**config.mk**
```make
export PLATFORM = sky130hd
export DESIGN_NAME = mem_access_stage
export DESIGN_NICKNAME = d
export VERILOG_FILES = /design/src/rtl/mem_access_stage_pkg.sv /design/src/rtl/mem_access_stage_wait_timer.sv /design/src/rtl/mem_access_stage.sv
export SDC_FILE = /design/constraint.sdc
export NUM_CORES = 1
export LEC_CHECK = 0
export BUFFER_PORTS_ARGS = -buffer_cell sky130_fd_sc_hd__buf_2
export CORE_MARGIN = 10
export CORE_UTILIZATION = 45
export CTS_CLUSTER_DIAMETER = 40
export CTS_CLUSTER_SIZE = 16
export DETAILED_ROUTE_END_ITERATION = 8
export PLACE_DENSITY = 0.8
export SLEW_MARGIN = 20
export SYNTH_ARGS = -nofsm -noshare
export SYNTH_HDL_FRONTEND = slang
export SYNTH_SLANG_ARGS = --single-unit
```
**constraint.sdc**
```tcl
create_clock -name clock -period 2.1 [get_ports clock]
set_input_delay 0.42 -clock clock [delete_from_list [all_inputs] [get_ports clock]]
set_output_delay 0.42 -clock clock [all_outputs]
set_load 0.02 [all_outputs]
```
**src/rtl/mem_access_stage_pkg.sv**
```systemverilog
// Shared control-vector bit positions and memory-stage FSM encoding.
// Decode and execute use the same bit indices.
package mem_access_stage_pkg;

    localparam int SIG_ALUSRC   = 7;
    localparam int SIG_MEMTOREG = 6;
    localparam int SIG_REGWRITE = 5;
    localparam int SIG_MEMREAD  = 4;
    localparam int SIG_MEMWRITE = 3;
    localparam int SIG_BRANCH   = 2;
    localparam int SIG_EQ       = 1;
    localparam int SIG_GOTO     = 0;

    localparam int REG_IDX_W = 5;

    typedef enum logic {
        ST_IDLE     = 1'b0,
        ST_WAIT_ACK = 1'b1
    } mem_state_e;

    // Per-instruction control carried alongside an outstanding request.
    typedef struct packed {
        logic                 we;
        logic                 mem_to_reg;
        logic                 reg_write;
        logic [REG_IDX_W-1:0] dest;
    } req_ctrl_t;

    function automatic logic word_aligned(input logic [1:0] addr_lsb);
        return addr_lsb == 2'b00;
    endfunction

endpackage

```
**src/rtl/mem_access_stage_wait_timer.sv**
```systemverilog
// Counts cycles spent waiting for a memory acknowledge. expired fires in the
// cycle whose edge brings the count to TIMEOUT-1, so a request is held TIMEOUT cycles total.
module wait_timer #(
    parameter int TIMEOUT = 16
) (
    input  logic clock,
    input  logic reset,
    input  logic clear,
    input  logic enable,
    output logic expired
);

    localparam int CNT_W = (TIMEOUT > 1) ? $clog2(TIMEOUT) : 1;
    localparam logic [CNT_W-1:0] LAST = CNT_W'(TIMEOUT - 2);

    logic [CNT_W-1:0] count_q, count_d;

    always_comb begin
        count_d = count_q;
        if (clear) begin
            count_d = '0;
        end else if (enable) begin
            count_d = count_q + 1'b1;
        end
    end

    always_ff @(posedge clock) begin
        if (!reset) begin
            count_q <= '0;
        end else begin
            count_q <= count_d;
        end
    end

    assign expired = enable && (count_q == LAST);

endmodule

```
**src/rtl/mem_access_stage.sv**
```systemverilog
// Memory-access pipeline stage: issues LW/SW over a req/ack port, stalls upstream
// while a transaction is outstanding, and registers the write-back bundle.
module mem_access_stage
    import mem_access_stage_pkg::*;
#(
    parameter int WIDTH   = 32,
    parameter int TIMEOUT = 16
) (
    input  logic                 clock,
    input  logic                 reset,
    input  logic                 in_valid,
    input  logic [WIDTH-1:0]     alu_result,
    input  logic [WIDTH-1:0]     store_data,
    input  logic [REG_IDX_W-1:0] destination,
    input  logic [7:0]           signals,
    output logic                 stall,
    output logic                 mem_req,
    output logic                 mem_we,
    output logic [WIDTH-1:0]     mem_addr,
    output logic [WIDTH-1:0]     mem_wdata,
    input  logic [WIDTH-1:0]     mem_rdata,
    input  logic                 mem_ack,
    output logic                 wb_valid,
    output logic                 wb_reg_write,
    output logic [REG_IDX_W-1:0] wb_dest,
    output logic [WIDTH-1:0]     wb_data,
    output logic                 bus_error
);

    mem_state_e           state_q, state_d;
    logic [WIDTH-1:0]     addr_q, addr_d;
    logic [WIDTH-1:0]     wdata_q, wdata_d;
    req_ctrl_t            ctrl_q, ctrl_d;
    logic                 wb_valid_q, wb_valid_d;
    logic                 wb_reg_write_q, wb_reg_write_d;
    logic [REG_IDX_W-1:0] wb_dest_q, wb_dest_d;
    logic [WIDTH-1:0]     wb_data_q, wb_data_d;
    logic                 bus_error_q, bus_error_d;

    req_ctrl_t        in_ctrl, cur_ctrl;
    logic [WIDTH-1:0] cur_addr;
    logic             is_mem_op, is_aligned, idle_req, waiting, retire, timer_expired;
    logic             unused_sigs;

    // A store never writes the register file, even if reg_write is also set.
    assign in_ctrl = '{we:         signals[SIG_MEMWRITE],
                       mem_to_reg: signals[SIG_MEMTOREG],
                       reg_write:  signals[SIG_REGWRITE] & ~signals[SIG_MEMWRITE],
                       dest:       destination};

    assign is_mem_op  = signals[SIG_MEMREAD] | signals[SIG_MEMWRITE];
    assign is_aligned = word_aligned(alu_result[1:0]);
    assign idle_req   = reset && (state_q == ST_IDLE) && in_valid && is_mem_op && is_aligned;
    assign waiting    = reset && (state_q == ST_WAIT_ACK);
    assign cur_ctrl   = waiting ? ctrl_q : in_ctrl;
    assign cur_addr   = waiting ? addr_q : alu_result;
    assign retire     = mem_req & mem_ack;

    assign mem_req   = idle_req | waiting;
    assign mem_we    = mem_req & cur_ctrl.we;
    assign mem_addr  = mem_req ? cur_addr : '0;
    assign mem_wdata = mem_req ? (waiting ? wdata_q : store_data) : '0;
    assign stall     = mem_req & ~mem_ack;

    assign unused_sigs = ^{signals[SIG_ALUSRC], signals[SIG_BRANCH], signals[SIG_EQ],
                           signals[SIG_GOTO]};

    wait_timer #(.TIMEOUT(TIMEOUT)) u_wait_timer (
        .clock   (clock),
        .reset   (reset),
        .clear   (idle_req),
        .enable  (state_q == ST_WAIT_ACK),
        .expired (timer_expired)
    );

    always_comb begin
        // NOTE: every _d takes its hold value first, so no path can infer a latch.
        state_d        = state_q;
        addr_d         = addr_q;
        wdata_d        = wdata_q;
        ctrl_d         = ctrl_q;
        wb_valid_d     = 1'b0;
        wb_reg_write_d = wb_reg_write_q;
        wb_dest_d      = wb_dest_q;
        wb_data_d      = wb_data_q;
        bus_error_d    = bus_error_q;

        case (state_q)
            ST_IDLE: begin
                if (in_valid && !is_mem_op) begin
                    wb_valid_d     = 1'b1;
                    wb_reg_write_d = signals[SIG_REGWRITE];
                    wb_dest_d      = destination;
                    wb_data_d      = alu_result;
                end else if (in_valid && !is_aligned) begin
                    wb_valid_d     = 1'b1;
                    wb_reg_write_d = 1'b0;
                    wb_dest_d      = destination;
                    wb_data_d      = alu_result;
                    bus_error_d    = 1'b1;
                end else if (idle_req && !mem_ack) begin
                    state_d = ST_WAIT_ACK;
                    addr_d  = alu_result;
                    wdata_d = store_data;
                    ctrl_d  = in_ctrl;
                end
            end
            ST_WAIT_ACK: begin
                if (mem_ack) begin
                    state_d = ST_IDLE;
                end else if (timer_expired) begin
                    state_d        = ST_IDLE;
                    wb_valid_d     = 1'b1;
                    wb_reg_write_d = 1'b0;
                    wb_dest_d      = ctrl_q.dest;
                    wb_data_d      = addr_q;
                    bus_error_d    = 1'b1;
                end
            end
            default: state_d = ST_IDLE;
        endcase

        // Acknowledge beats a same-cycle timeout; covers zero-wait and waited completions.
        if (retire) begin
            wb_valid_d     = 1'b1;
            wb_reg_write_d = cur_ctrl.reg_write;
            wb_dest_d      = cur_ctrl.dest;
            wb_data_d      = cur_ctrl.mem_to_reg ? mem_rdata : cur_addr;
        end
    end

    // NOTE: state is updated with non-blocking assignments so every flop samples pre-edge values.
    always_ff @(posedge clock) begin
        if (!reset) begin
            state_q        <= ST_IDLE;
            addr_q         <= '0;
            wdata_q        <= '0;
            ctrl_q         <= '0;
            wb_valid_q     <= 1'b0;
            wb_reg_write_q <= 1'b0;
            wb_dest_q      <= '0;
            wb_data_q      <= '0;
            bus_error_q    <= 1'b0;
        end else begin
            state_q        <= state_d;
            addr_q         <= addr_d;
            wdata_q        <= wdata_d;
            ctrl_q         <= ctrl_d;
            wb_valid_q     <= wb_valid_d;
            wb_reg_write_q <= wb_reg_write_d;
            wb_dest_q      <= wb_dest_d;
            wb_data_q      <= wb_data_d;
            bus_error_q    <= bus_error_d;
        end
    end

    assign wb_valid     = wb_valid_q;
    assign wb_reg_write = wb_reg_write_q;
    assign wb_dest      = wb_dest_q;
    assign wb_data      = wb_data_q;
    assign bus_error    = bus_error_q;

endmodule

```
# [Word-level counts from Yosys, hierarchy flattened]
# Cells that the tools add are included.
[word_totals] input_bits=113 word_cells=92 register_bits=117
[op_classes] n_reduce_logical=17 n_bitwise=12 n_eq_ne=8 mux=41 add_sub_neg=1
[op_table] op="$mux 32" n=10
[op_table] op="$pmux 32 s2" n=1
[op_table] op="$mux 5" n=5
[op_table] op="$mux 1" n=19
[op_table] op="$pmux 5 s2" n=1
[op_table] op="$logic_and 1x1->1" n=9
[op_table] op="$mux 8" n=1
[op_table] op="$pmux 1 s2" n=4
[op_table] op="$reduce_and 4->1" n=2
[op_table] op="$not 1->1" n=6
[op_table] op="$add 4x1->4 const B" n=1
[op_table] op="$and 1x1->1" n=4
[op_table] op="$eq 4x4->1 const B" n=1
[op_table] op="$ne 2x1->1 const B" n=2
[op_table] op="$ne 2x2->1 const B" n=2
[op_table] op="$ne 4x2->1 const B" n=1
[op_table] op="$logic_not 1->1" n=3
[op_table] op="$ne 3x1->1 const B" n=1
[op_table] op="$ne 3x2->1 const B" n=1
[op_table] op="$reduce_and 3->1" n=1
[op_table] op="$logic_not 2->1" n=1
[op_table] op="$or 1x1->1" n=2
[op_table] op="$reduce_or 2->1" n=1

# [Depth between registers and ports, before layout]
# Gate-level depths: netlist of run 1.
[depth] word_depth=10 ltp_mapped=8 mapped_depth_nobuf=6

# [Modules after synthesis]
# From an unflattened synthesis of run 1, not the netlist that was laid out.
[hier_totals] cells_unflattened=794 area_unflattened_um2=6301.0
[modules_own_cells] module="mem_access_stage" area_each_um2=6093.3 seq_area_each_um2=2262.2 instances=1 cells_each=773
[modules_own_cells] module="wait_timer" area_each_um2=207.7 seq_area_each_um2=80.1 instances=1 cells_each=21

# [Worst setup path after synthesis of run 1]
# OpenSTA, ideal clock, no wires.
[synth_path] path_kind="input-to-output" start="input reset" end="output mem_addr[10]" path_stages=6 path_slack_ps=-190 arrival_time_ps=1870 required_ps=1680 cell_sequence="buf_4 or3b_4 nor3_2 nor2_1 clkbuf_1 nor2_1"
[synth_between] elab_chain_cells=6 elab_cells_between_ends=8
[synth_rtl] item="from (decl)" line="mem_access_stage.sv:10" source="input logic reset,"
[synth_rtl] item="$logic_and 1x1->1 (4 in a row)" line="mem_access_stage.sv:53" source="assign idle_req = reset && (state_q == ST_IDLE) && in_valid && is_mem_op && is_aligned;"
[synth_rtl] item="$or 1x1->1" line="mem_access_stage.sv:59" source="assign mem_req = idle_req | waiting;"
[synth_rtl] item="$mux 32 *" line="mem_access_stage.sv:61" source="assign mem_addr = mem_req ? cur_addr : '0;"
[synth_rtl] item="to (decl)" line="mem_access_stage.sv:19" source="output logic [WIDTH-1:0] mem_addr,"
# Every way passes the cells marked *; elsewhere a longest branch is shown, timed or not.

# [Worst setup path after layout of run 1]
[layout_path] start="register state_q" end="output mem_addr[9]"
[layout_between] elab_chain_cells=7 elab_cells_between_ends=9
[layout_rtl] item="from (decl)" line="mem_access_stage.sv:30" source="mem_state_e state_q, state_d;"
[layout_rtl] item="from (signal assigned)" line="mem_access_stage.sv:145" source="state_q <= state_d;"
[layout_rtl] item="$not 1->1 (no source line)"
[layout_rtl] item="$logic_and 1x1->1 (4 in a row)" line="mem_access_stage.sv:53"
[layout_rtl] item="$or 1x1->1" line="mem_access_stage.sv:59"
[layout_rtl] item="$mux 32 *" line="mem_access_stage.sv:61"
# Marks and branches as above.

==> results of run 1 <==
final cells by class:
type | count | area [um2] | share of cell area, %
tap | 176 | 220 | 2.41
sequential | 117 | 2340 | 25.7
multi-input combinational | 558 | 3580 | 39.1
clock inverter | 14 | 231 | 2.53
inverter | 3 | 11.3 | 0.123
antenna | 1 | 2.50 | 0.0274
clock buffer | 18 | 439 | 4.81
timing repair buffer | 293 | 2310 | 25.3
worst min-delay path by stage:
stage          cells past startpoint     endpoint  slack (ps)
3_5_place_dp                       2   wdata_q[7]         450
2_1_floorplan                      2    ctrl_q[2]         430
3_3_place_gp                       2    ctrl_q[2]         440
4_1_cts                            3  wdata_q[13]         230
6_report                           3   wdata_q[7]         250
5_1_grt                            3   wdata_q[9]         250
sequential cells by signal, summed over array words and instances, names as in the netlist:
register and flops:
bus_error 1, state_q 1, wdata_q 32, wb_valid 1, addr_q 32, u_wait_timer.count_q 4, wb_reg_write 1, wb_dest 5
wb_data 32, ctrl_q 8
repair_timing:
item | CTS | global route
pin swaps | 17 | 11
setup endpoints to repair | 66 | 65
resized for setup | 129 | 9
buffers inserted | 4 | 0
gates cloned | 3 | 0
kinds of logic (layout without fill, tap and decap cells):
logic type / count (synthesis) / after routing / share of synthesized area [%]
muxes: 34 / 34 / 5.69
DFF: 117 / 117 / 38.9
other: 0 / 1 / 0
and+or+nand+nor: 257 / 257 / 19.4
AOI/OAI and AO/OA: 262 / 262 / 30.0
xor gates and xnor gates: 3 / 3 / 0.436
adders and majority gates: 2 / 2 / 0.415
buffers and inverters: 76 / 328 / 5.23
per-layer routing:
layer | part of all wire (%) | global-route usage (%)
met5 | 0.057 | 0
met3 | 11 | 8.94
met4 | 2.3 | 9.45
met1 | 39 | 27.8
met2 | 48 | 39.0
metrics by stage:
step	setup TNS, ps	area [um2]	total power, mW
global route	-9290	9140	6.71
floorplan	-2020	6190	2.82
global placement	-3290	7890	3.20
CTS	-6570	9090	6.55
detailed placement	-4970	7890	3.21
finish	-4570	9140	6.51
cell usage after synthesis, types with 6 or more instances:
library cell  instances
clkbuf_1             56
a31oi_1              15
o21ai_0              22
mux2i_1              32
a211o_1              15
buf_2                15
o31ai_1              15
o211ai_1             16
nor2_1               32
o22a_1                8
o2111a_1              8
and3_1                6
a21oi_1              89
nor2b_1              16
dfxtp_1             117
a22oi_1               8
a22o_1               41
a221oi_1             15
nand2_1             149
nor3_1               18
nand4_1              12
worst max-delay path: stages, from the launching register on:
cell      delay [ps]
dfxtp_2          340
nand2b_4         150
nor3_4           210
buf_6            140
nor2_4            40
buf_12           150
buf_12           140
nor2_4            90
buf_6            120
power by group through the flow:
stage / logic (mW) / clock network (mW) / registers, mW
after floorplan: 0.358 / 0 / 2.46
after global placement: 0.812 / 0 / 2.38
after detailed placement: 0.826 / 0 / 2.39
after CTS: 0.872 / 3.34 / 2.34
after global routing: 0.943 / 3.42 / 2.35
final: 0.879 / 3.29 / 2.34
==> impl_metrics.json, run 1 <==
{
  "p_leak_nw": 3.83,
  "r2r_slack_ps": 170,
  "ys_seq_area_share_pct": 38.9,
  "grt_start_max_net_pins": 50,
  "r2r-end": "wb_data[21]",
  "port_buffers": 215,
  "ys_ff_latch": 117,
  "wl_per_cell_um": 19.4,
  "timing.final.crit_share_pct": 106,
  "final_cells": 1180,
  "synth_area_leaders": "dfxtp_1 39%, nand2_1 9.3%, a21oi_1 7.4%, a22o_1 6.0%, mux2i_1 5.3%",
  "avgSynthCellArea_um2": 8.02,
  "drc": 0,
  "yosysUniqueCellTypes": 50,
  "finalSetupViolCount": 59,
  "slew_headroom_pct": 70.8,
  "finClkSkew_ps": 7.17,
  "vias_per_cell": 5.86,
  "clockBufferDepth": 2,
  "p_sw_mw": 1.59,
  "clk_pin_slew_ps": 60,
  "cts.sinks": 117,
  "synth_top_area_share_pct": 38.9,
  "async_reset_ff_share_pct": 0,
  "slew_violations": 0,
  "worst_slack_ps": -133,
  "drive_above_1_share_pct": 36.1,
  "gp_congestion": 0.817,
  "crit_start": "state_q",
  "r2r_start": "u_wait_timer.count_q[0]",
  "antenna_found_initial": 3,
  "synth_top_flop_cell": "dfxtp_1",
  "peakVddDrop_uv": 354,
  "dr_total_vias": 6910,
  "cts_buffers": 17,
  "synth_area_um2": 6030,
  "grt_setup_unrepaired": "yes",
  "hp-class": "input port to flip-flop",
  "start_util_pct": 45.7,
  "holdBufCountCts": 0,
  "grt_usage_pct": 24.0,
  "initialDrtViolationCount": 562,
  "synth_largest_area_cell": "dfxtp_1",
  "crit_arrival_ps": 1810,
  "clkPwrFrac_pct": 50.6,
  "switching_share_pct": 24.4,
  "grt_pass1_vias": 6786,
  "crit_type": "flip-flop to output port",
  "dp_slack_ps": -145,
  "clock_latency_ps": 420,
  "cts_tree": "done",
  "cp_max_fo": 8,
  "combinationalPowerShare_pct": 13.5,
  "fillers": 1013,
  "mostFrequentLayoutCells": "149 x nand2_1, 149 x buf_2, 116 x dfxtp_1",
  "pwr-share-seq_pct": 35.9,
  "htree_levels": 4,
  "finalCriticalPeriod_ps": 2230,
  "wirelength_um": 22800,
  "grt_pass1_wl_um": 35700,
  "row_count": 42,
  "fin_hold_ws_ps": 249,
  "grt.overflow.total": 0,
  "final_nets": 1105,
  "synth-edff-count": 0,
  "drv_cap": 0,
  "status": "complete, but fails checks",
  "place_inst": 1140,
  "ios": 220,
  "hp-start": "store_data[7]",
  "violations": "negative setup slack",
  "cp-start-kind": "flip-flop",
  "intPower_mw": 4.92,
  "cp.required_ps": 1680,
  "dr.pass1.iters": 6,
  "dieWidth_um": 136,
  "fmax_mhz": 448,
  "p_per_area_nw_per_um2": 713,
  "root_buffer": "clkbuf_16",
  "core_um2": 13200,
  "endpoint_kind": "output port",
  "synth.net_count": 866,
  "tightest_slew_ps": 438,
  "design.die.area_um2": 18400,
  "area_growth_pct": 51.6,
  "netlist_instances": 751,
  "r2r_cells": 8,
  "ys.warnings.count": 0,
  "dp.final_hpwl_um": 15500,
  "utilization_pct": 69.3,
  "cp-endpoint": "mem_addr[9]",
  "die_h_um": 136,
  "hold_violations": 0,
  "antenna_left": 0
}
No activity file was read; power rests on OpenSTA's default activity.
==> inputs of run 2 (changes only) <==
SKIP_CTS_REPAIR_TIMING = 1   (was not set)
==> impl_metrics.json, run 2 (same netlist as run 1, synthesis figures left out) <==
{
  "drc": 0,
  "multi_input_area_um2": 3620,
  "power.total_mw": 6.52,
  "hp-start": "store_data[0]",
  "hp-class": "input port to flip-flop",
  "setup_tns_ps": -6140,
  "initialDrtViolationCount": 655,
  "postLayoutCellArea_um2": 9080,
  "finalCriticalPeriod_ps": 2280,
  "vias_per_cell": 5.90,
  "intPower_mw": 4.92,
  "wirelength_um": 23100,
  "crit_type": "input port to output port",
  "cp-start-kind": "input port",
  "cts_buffers": 17,
  "dp.final_hpwl_um": 15500,
  "antenna_left": 0,
  "dr_total_vias": 6963,
  "status": "complete, but fails checks",
  "r2r_start": "u_wait_timer.count_q[0]",
  "met1_usage_pct": 27.2,
  "gp_congestion": 0.817,
  "final_common_cell": "buf_2",
  "timing.final.crit_share_pct": 109,
  "start_util_pct": 45.7,
  "design.die.area_um2": 18400,
  "crit_arrival_ps": 1860,
  "grt_setup_unrepaired": "yes",
  "seq_area_um2": 2340,
  "area_growth_pct": 50.7,
  "fillers": 1026,
  "peakVddDrop_uv": 361,
  "p_leak_nw": 3.81,
  "crit_start": "alu_result[1]",
  "cp.required_ps": 1680,
  "finClkSkew_ps": 6.14,
  "p_sw_mw": 1.60,
  "slew_headroom_pct": 71.1,
  "violations": "negative setup slack",
  "pwr-share-seq_pct": 35.9,
  "grt_pass1_vias": 6587,
  "wl_per_cell_um": 19.5,
  "slew_violations": 0,
  "dieWidth_um": 136,
  "cp_max_fo": 7,
  "p_per_area_nw_per_um2": 718,
  "dr.pass1.iters": 5,
  "tightest_slew_ps": 434,
  "fmax_mhz": 439,
  "clk_pin_slew_ps": 50,
  "die_h_um": 136,
  "grtUsageMet3_pct": 8.64,
  "row_count": 42,
  "combinationalPowerShare_pct": 13.5,
  "dp_slack_ps": -145,
  "htree_levels": 4,
  "port_buffers": 215,
  "grt_pass1_wl_um": 34300,
  "grt-busiest-layer": "met2",
  "grt_usage_pct": 22.9,
  "core_um2": 13200,
  "clkPwrFrac_pct": 50.6,
  "grt.overflow.total": 0,
  "cts.sinks": 117,
  "hold_violations": 0,
  "root_buffer": "clkbuf_16",
  "clock_latency_ps": 420,
  "ios": 220,
  "mostFrequentLayoutCells": "157 x buf_2, 148 x nand2_1, 116 x dfxtp_1",
  "drv_cap": 0,
  "finalSetupViolCount": 61,
  "cts_tree": "done",
  "grt_start_max_net_pins": 50,
  "antenna_found_initial": 3,
  "worst_slack_ps": -179,
  "grt_use_met2_pct": 36.8,
  "endpoint_kind": "output port",
  "final_nets": 1106,
  "placed_area_um2": 7890,
  "clockBufferDepth": 2,
  "drive_above_1_share_pct": 37.0,
  "switching_share_pct": 24.5
}
-- run 2: cell types whose count changed in the layout (fill, tap and decap cells not counted), sizes merged --
| cell | change |
|---|---|
| clkbuf | +3 |
| buf | -2 |
| clkinv | +1 |
| inv | -1 |
-- run 2: worst paths after layout --
check / end / slack, ps / cells after the start
min reg2reg: ctrl_q[5] / 450 / 2
max reg2reg: wb_data[21] / 210 / 8
max: mem_wdata[19] / -180 / 7
min: wdata_q[0] / 250 / 3
-- run 2: cell type report --
| class | instances | area share, % |
|---|---|---|
| well taps | 176 | 2.43 |
| clock buffers | 18 | 4.84 |
| repair buffers | 294 | 24.3 |
| flip-flops and latches | 117 | 25.8 |
| clock inverters | 14 | 2.55 |
| diodes | 1 | 0.0276 |
| multi-input cells | 558 | 39.9 |
| inverters | 3 | 0.179 |
-- run 2: critical path, stage by stage --
cell and delay [ps]:
buf_6 100, or3b_4 410, nor3_4 270, buf_6 190
clkbuf_16 160, a22o_1 170, buf_6 130
-- run 2: per-stage QoR --
step                hold WS (ps)  std cells  util (%)
CTS                          229       1172      64.9
global route                 247       1181      68.8
finish                       247       1181      68.8
floorplan                    433        751         -
detailed placement           447       1140      59.8
global placement             440       1140      59.8
-- run 2: power groups by stage --
| stage | Combinational [mW] | Sequential (mW) | Clock (mW) |
|---|---|---|---|
| 2_1_floorplan | 0.358 | 2.46 | 0 |
| 3_3_place_gp | 0.812 | 2.38 | 0 |
| 3_5_place_dp | 0.826 | 2.39 | 0 |
| 4_1_cts | 0.830 | 2.34 | 3.34 |
| 5_1_grt | 0.940 | 2.35 | 3.43 |
| 6_report | 0.879 | 2.34 | 3.30 |
-- run 2: per-layer routing --
layer | up-vias | share of wire [%]
li1 | 3246 | -
met1 | 3272 | 39
met2 | 392 | 47
met3 | 51 | 11
met4 | 2 | 2.6
met5 | - | 0.056
